`src/rtl/facto_host_pkg.sv`:
```
// Shared types and constants for the facto_host bus-master sequencer.
package facto_host_pkg;

  typedef enum logic [3:0] {
    S_IDLE,
    S_REQ,
    S_WR_INTEN,
    S_WR_OPERAND,
    S_WR_START,
    S_WAIT,
    S_POLL_RD,
    S_POLL_CHK,
    S_RD_H,
    S_CAP_H,
    S_RD_L,
    S_CAP_L,
    S_WR_RAM_H,
    S_WR_RAM_L,
    S_WR_CLEAR,
    S_DONE
  } state_e;

  localparam logic [15:0] OFS_OPSTART  = 16'h0000;
  localparam logic [15:0] OFS_OPCLEAR  = 16'h0008;
  localparam logic [15:0] OFS_OPDONE   = 16'h0010;
  localparam logic [15:0] OFS_INTREN   = 16'h0018;
  localparam logic [15:0] OFS_OPERAND  = 16'h0020;
  localparam logic [15:0] OFS_RESULT_H = 16'h0028;
  localparam logic [15:0] OFS_RESULT_L = 16'h0030;

  localparam int RESULT_SLOTS = 2;

  // States that issue a bus transfer and therefore stall while grant is low.
  function automatic logic is_xfer(input state_e s);
    return s inside {S_WR_INTEN, S_WR_OPERAND, S_WR_START, S_POLL_RD, S_RD_H,
                     S_RD_L, S_WR_RAM_H, S_WR_RAM_L, S_WR_CLEAR};
  endfunction

endpackage

```
`src/rtl/facto_host.sv`:
```
// Single-job factorial sequencer driving the bus master port of FactoCore + ram.
// FACTO_HOST_IRQ_EN selects interrupt-driven completion; otherwise opdone is polled.
//
// state        | meaning
// IDLE         | waiting for a command, cmd_ready high
// REQ          | bus requested, waiting for first grant
// WR_INTEN     | write intrEn (1 with IRQ, 0 when polling)
// WR_OPERAND   | write operand N
// WR_START     | write opstart=1
// WAIT         | IRQ: wait for interrupt; polling: POLL_GAP idle cycles
// POLL_RD      | read opdone
// POLL_CHK     | opdone data phase, bit0 decides RD_H or another WAIT
// RD_H / RD_L  | read result_h / result_l
// CAP_H / CAP_L| capture read data
// WR_RAM_H/L   | store result words at dst and dst+1
// WR_CLEAR     | write opclear=1
// DONE         | release bus, pulse done
module facto_host
  import facto_host_pkg::*;
#(
  parameter logic [15:0] FACTO_BASE = 16'h7000,
  parameter int unsigned POLL_GAP   = 4
) (
  input  logic        clk,
  input  logic        reset_n,
  input  logic        cmd_valid,
  output logic        cmd_ready,
  input  logic [63:0] cmd_operand,
  input  logic [15:0] cmd_dst,
  output logic        done,
  output logic        busy,
  output logic        m_req,
  output logic        m_wr,
  output logic [15:0] m_addr,
  output logic [63:0] m_dout,
  input  logic        m_grant,
  input  logic [63:0] m_din,
  input  logic        interrupt
);

`ifdef FACTO_HOST_IRQ_EN
  localparam logic [63:0] INTEN_VAL = 64'd1;
`else
  localparam logic [63:0] INTEN_VAL = 64'd0;
  logic irq_unused;
  assign irq_unused = interrupt;
  logic [3:0] cnt_q, cnt_d;
`endif

  state_e      state_q, state_d;
  logic [63:0] operand_q, operand_d;
  logic [15:0] dst_q, dst_d;
  logic [63:0] res_h_q, res_h_d;
  logic [63:0] res_l_q, res_l_d;
  logic        cmd_ready_q, cmd_ready_d;
  logic        busy_q, busy_d;
  logic        done_q, done_d;
  logic        m_req_q, m_req_d;
  logic        m_wr_q, m_wr_d;
  logic [15:0] m_addr_q, m_addr_d;
  logic [63:0] m_dout_q, m_dout_d;

  always_comb begin
    state_d   = state_q;
    operand_d = operand_q;
    dst_d     = dst_q;
    res_h_d   = res_h_q;
    res_l_d   = res_l_q;
`ifndef FACTO_HOST_IRQ_EN
    cnt_d     = cnt_q;
`endif
    case (state_q)
      S_IDLE: begin
        if (cmd_valid) begin
          operand_d = cmd_operand;
          dst_d     = cmd_dst;
          state_d   = S_REQ;
        end
      end
      S_REQ:        if (m_grant) state_d = S_WR_INTEN;
      S_WR_INTEN:   state_d = S_WR_OPERAND;
      S_WR_OPERAND: state_d = S_WR_START;
      S_WR_START: begin
        state_d = S_WAIT;
`ifndef FACTO_HOST_IRQ_EN
        cnt_d   = 4'(POLL_GAP - 1);
`endif
      end
`ifdef FACTO_HOST_IRQ_EN
      S_WAIT:       if (interrupt) state_d = S_RD_H;
`else
      S_WAIT: begin
        if (cnt_q == 4'd0) state_d = S_POLL_RD;
        else               cnt_d   = cnt_q - 4'd1;
      end
      S_POLL_RD:    state_d = S_POLL_CHK;
      S_POLL_CHK: begin
        if (m_din[0]) begin
          state_d = S_RD_H;
        end else begin
          state_d = S_WAIT;
          cnt_d   = 4'(POLL_GAP - 1);
        end
      end
`endif
      S_RD_H:       state_d = S_CAP_H;
      S_CAP_H: begin
        res_h_d = m_din;
        state_d = S_RD_L;
      end
      S_RD_L:       state_d = S_CAP_L;
      S_CAP_L: begin
        res_l_d = m_din;
        state_d = S_WR_RAM_H;
      end
      S_WR_RAM_H:   state_d = S_WR_RAM_L;
      S_WR_RAM_L:   state_d = S_WR_CLEAR;
      S_WR_CLEAR:   state_d = S_DONE;
      S_DONE:       state_d = S_IDLE;
      default:      state_d = S_IDLE;
    endcase

    if (is_xfer(state_q) && !m_grant) state_d = state_q;
  end

  // Outputs are decoded from the next state so they register in step with it.
  always_comb begin
    m_wr_d      = 1'b0;
    m_addr_d    = 16'h0000;
    m_dout_d    = 64'd0;
    m_req_d     = !(state_d inside {S_IDLE, S_DONE});
    cmd_ready_d = (state_d == S_IDLE);
    busy_d      = (state_d != S_IDLE);
    done_d      = (state_d == S_DONE);
    case (state_d)
      S_WR_INTEN:   begin m_wr_d = 1'b1; m_addr_d = FACTO_BASE + OFS_INTREN;  m_dout_d = INTEN_VAL; end
      S_WR_OPERAND: begin m_wr_d = 1'b1; m_addr_d = FACTO_BASE + OFS_OPERAND; m_dout_d = operand_d; end
      S_WR_START:   begin m_wr_d = 1'b1; m_addr_d = FACTO_BASE + OFS_OPSTART; m_dout_d = 64'd1; end
      S_POLL_RD:    m_addr_d = FACTO_BASE + OFS_OPDONE;
      S_RD_H:       m_addr_d = FACTO_BASE + OFS_RESULT_H;
      S_RD_L:       m_addr_d = FACTO_BASE + OFS_RESULT_L;
      S_WR_RAM_H:   begin m_wr_d = 1'b1; m_addr_d = dst_d; m_dout_d = res_h_d; end
      S_WR_RAM_L:   begin m_wr_d = 1'b1; m_addr_d = dst_d + 16'(RESULT_SLOTS - 1); m_dout_d = res_l_d; end
      S_WR_CLEAR:   begin m_wr_d = 1'b1; m_addr_d = FACTO_BASE + OFS_OPCLEAR; m_dout_d = 64'd1; end
      default: ;
    endcase
  end

  always_ff @(posedge clk or negedge reset_n) begin
    if (!reset_n) begin
      state_q     <= S_IDLE;
      operand_q   <= 64'd0;
      dst_q       <= 16'h0000;
      res_h_q     <= 64'd0;
      res_l_q     <= 64'd0;
      cmd_ready_q <= 1'b1;
      busy_q      <= 1'b0;
      done_q      <= 1'b0;
      m_req_q     <= 1'b0;
      m_wr_q      <= 1'b0;
      m_addr_q    <= 16'h0000;
      m_dout_q    <= 64'd0;
`ifndef FACTO_HOST_IRQ_EN
      cnt_q       <= 4'd0;
`endif
    end else begin
      state_q     <= state_d;
      operand_q   <= operand_d;
      dst_q       <= dst_d;
      res_h_q     <= res_h_d;
      res_l_q     <= res_l_d;
      cmd_ready_q <= cmd_ready_d;
      busy_q      <= busy_d;
      done_q      <= done_d;
      m_req_q     <= m_req_d;
      m_wr_q      <= m_wr_d;
      m_addr_q    <= m_addr_d;
      m_dout_q    <= m_dout_d;
`ifndef FACTO_HOST_IRQ_EN
      cnt_q       <= cnt_d;
`endif
    end
  end

  assign cmd_ready = cmd_ready_q;
  assign busy      = busy_q;
  assign done      = done_q;
  assign m_req     = m_req_q;
  assign m_wr      = m_wr_q;
  assign m_addr    = m_addr_q;
  assign m_dout    = m_dout_q;

endmodule
```
`config.mk`:
```
export PLATFORM = sky130hd
export DESIGN_NAME = facto_host
export DESIGN_NICKNAME = d
export VERILOG_FILES = /design/src/rtl/facto_host_pkg.sv /design/src/rtl/facto_host.sv
export SDC_FILE = /design/constraint.sdc
export NUM_CORES = 1
export LEC_CHECK = 0
export CAP_MARGIN = 20
export CORE_ASPECT_RATIO = 0.5
export CORE_UTILIZATION = 30
export DETAILED_ROUTE_END_ITERATION = 7
export SKIP_CTS_REPAIR_TIMING = 1
export SLEW_MARGIN = 10
export SYNTH_ARGS = -nofsm -noshare
export SYNTH_HDL_FRONTEND = slang
export SYNTH_SLANG_ARGS = --single-unit
```
`constraint.sdc`:
```
create_clock -name clk -period 3.46 [get_ports clk]
set_clock_uncertainty 0.1 [all_clocks]
set_input_delay 0.519 -clock clk [delete_from_list [all_inputs] [get_ports clk]]
set_output_delay 0.519 -clock clk [all_outputs]
set_load 0.1 [all_outputs]
```
==> impl_metrics.env <==
export IMPL_die_area_sq_mm=0.0425
export IMPL_syn_inst=1024
export IMPL_crit_required_ps=3840
export IMPL_period_minus_slack_ps=2910
export IMPL_final_cell_mix="dfrtp_1, nand2_1, clkdlybuf4s50_1, mux2_2, mux2i_1"
export IMPL_muxShareOfSynthArea_pct=17.8
export IMPL_cts_clk_slew_worst_paths_ps=60
export IMPL_grt_pass1_vias=9520
export IMPL_synth_top_family_by_area="multiplexers"
export IMPL_fin_nets=1410
export IMPL_fill_cells=3828
export IMPL_hold_viol_final=0
export IMPL_syn_num_nets=1176
export IMPL_grt_total_usage_pct=16.0
export IMPL_ys_warn_count=0
export IMPL_ant_nets=0
export IMPL_synth_cell_types=52
export IMPL_path_max_fanout=18
export IMPL_synthXorXnorAreaFrac_pct=0.701
export IMPL_die_w_um=291
export IMPL_io_buffers=232
export IMPL_cts_tree="yes"
export IMPL_reg2reg_slack_ps=550
export IMPL_fin_ws_ps=546
export IMPL_gr_usage_met1_pct=18.9
export IMPL_synthSimpleGateAreaFrac_pct=11.0
export IMPL_max_vdd_ir_drop_mv=0.498
export IMPL_cts_max_level=1
export IMPL_area_growth_pct=32.5
export IMPL_core_sq_mm=0.0407
export IMPL_gp_congestion=0.839
export IMPL_finalPower_mw=17.5
export IMPL_dr_total_vias=8702
export IMPL_routed_wl_um=33900
export IMPL_clock_root_buffer="clkbuf_16"
export IMPL_maxCapViolCount=0
export IMPL_critPathCaptureType="flip-flop"
export IMPL_ff_latch_area_sq_mm=0.00753
export IMPL_cts_sinks=301
export IMPL_synthArstFlopShare_pct=100
export IMPL_critPathKind="flip-flop to flip-flop"
export IMPL_slew_viol_final=0
export IMPL_busiest_layer="met2"
export IMPL_worstPathArrival_ps=3290
export IMPL_ys_seq_area_share_pct=60.3
export IMPL_die_h_um=146
export IMPL_clk_insertion_delay_late_ps=590
export IMPL_clockBufferDepth=3
export IMPL_grt_first_pass_wirelength_um=53900
export IMPL_drt_initial_drc_count=414
export IMPL_preCtsSetupSlack_ps=186
export IMPL_placed_cells=1765
export IMPL_syn_area_sq_mm=0.0125
export IMPL_max_slew_margin_pct=28.6
export IMPL_synth_avg_cell_area_sq_um=12.2
export IMPL_power_density_mw_per_mm2=1060
export IMPL_fmax_mhz=343
export IMPL_fin_cells=1825
export IMPL_synth_compound_area_share_pct=7.36
export IMPL_rows=52
export IMPL_grt_max_degree=80
export IMPL_synthAdderAreaFrac_pct=0.300
export IMPL_dr_pass1_iters=6
export IMPL_viasPerCell=4.77
export IMPL_cts_buffers=30
export IMPL_fin_setup_tns_ps=0
export IMPL_cp_start_kind="flip-flop"
export IMPL_tightestPinTransition_ps=1070
export IMPL_synth_ff_type="dfrtp_1"
export IMPL_met2_usage_pct=29.4
export IMPL_io_pins=234
export IMPL_use_met3_pct=2.27
export IMPL_start_util_pct=30.7
export IMPL_synth_edf_count=0
export IMPL_final_common_cell="dfrtp_1"
export IMPL_wl_per_cell_um=18.6
export IMPL_ys_ff_latch=301
export IMPL_antenna_found_initial=7
export IMPL_drc=0
export IMPL_drive_above_1_share_pct=17.7
export IMPL_place_hpwl_um=23000
export IMPL_multi_input_area_sq_mm=0.00468
export IMPL_grt_overflow_total=0
export IMPL_rsz0062_at_grt="false"
export IMPL_status="finished clean"
export IMPL_p_leak_nw=7.39
export IMPL_setup_violations_final=0
export IMPL_post_route_period_util_pct=84.2
export IMPL_min_path_type="flip-flop to flip-flop"
cell usage after synthesis (3+ instances only):
cell / instances / area, sq um
nand4_1: 6 / 37.5
o21ai_0: 15 / 75.1
o31a_1: 3 / 26.3
nor4_1: 4 / 25.0
nor2b_1: 4 / 25.0
nor3b_1: 6 / 45.0
o211ai_1: 6 / 45.0
buf_1: 7 / 26.3
mux2_2: 133 / 1500
nor3_1: 10 / 50.1
nand3_1: 18 / 90.1
and3_1: 10 / 62.6
o2bb2ai_1: 65 / 569
inv_1: 11 / 41.3
ha_1: 3 / 37.5
xnor2_1: 6 / 52.6
nand2_1: 227 / 852
mux2i_1: 73 / 731
a21oi_1: 6 / 30.0
dfrtp_1: 300 / 7510
nand2b_1: 3 / 18.8
nor2_1: 17 / 63.8
buf_2: 34 / 170
o21a_1: 4 / 30.0
xor2_1: 4 / 35.0
clkbuf_1: 19 / 71.3
layer usage:
layer / part of all wire [%] / wire [um]
met2: 53 / 18100
met3: 2.3 / 784
met4: 3.4 / 1170
met1: 41 / 13800
met5: 0 / 0
cells by family (layout without fill, tap and decap cells):
group,Yosys count,in the layout
buffers and inverters,72,326
AO/OA/AOI/OAI,114,114
XOR/XNOR,10,10
AND/OR/NAND/NOR,318,318
other,0,7
multiplexers,206,206
flip-flops,301,301
adder cells (fa/ha/maj),3,3
cell type report:
class	instances	share of cell area (%)
sequential	301	45.5
multi-input combinational	651	28.3
timing repair buffer	262	16.2
clock buffer	42	5.05
tap	540	4.08
clock inverter	10	0.506
inverter	12	0.272
antenna	7	0.106
flip-flops by register name (all words and copies together), names as in the netlist, 4 cells and up:
register,count
m_dout,64
res_l_q,64
state_q,4
cnt_q,4
m_addr,16
res_h_q,64
dst_q,16
operand_q,64
report_power, final:
part	leakage [nW]	internal (mW)	switching (mW)
Sequential	3.77	5.10	0.544
Combinational	3.17	2.92	5.86
Clock	0.447	1.68	1.38
Total	7.39	9.70	7.78
critical path, stage by stage, from the launching register on:
cell and delay [ps]:
dfrtp_1 400, inv_1 100, ha_1 140, nor3b_1 410
a2111o_1 270, a311oi_4 120, nor2_4 480, buf_12 240
buf_12 210, mux2i_1 250, o2bb2ai_1 100
per-stage QoR:
step           instance area [sq um]  utilization [%]  hold WS [ps]
2_1_floorplan                  12500                -           123
3_3_place_gp                   15600             38.3           355
6_report                       16600             40.7           373
5_1_grt                        16600             40.6           359
4_1_cts                        16500             40.6          -188
3_5_place_dp                   15600             38.3           359
final timing paths:
kind	start	to	depth (start not counted)
max	cnt_q[0]$_DFFE_PN0P_	m_dout[22]$_DFF_PN0_	10
min	operand_q[0]$_DFF_PN0_	operand_q[0]$_DFF_PN0_	2
max reg2reg	cnt_q[0]$_DFFE_PN0P_	m_dout[22]$_DFF_PN0_	10
min reg2reg	operand_q[0]$_DFF_PN0_	operand_q[0]$_DFF_PN0_	2
max in group asynchronous	reset_n	cmd_ready$_DFF_PN1_	3
min in group asynchronous	reset_n	m_dout[22]$_DFF_PN0_	2
Note: power is estimated with default switching activity, not from simulation.
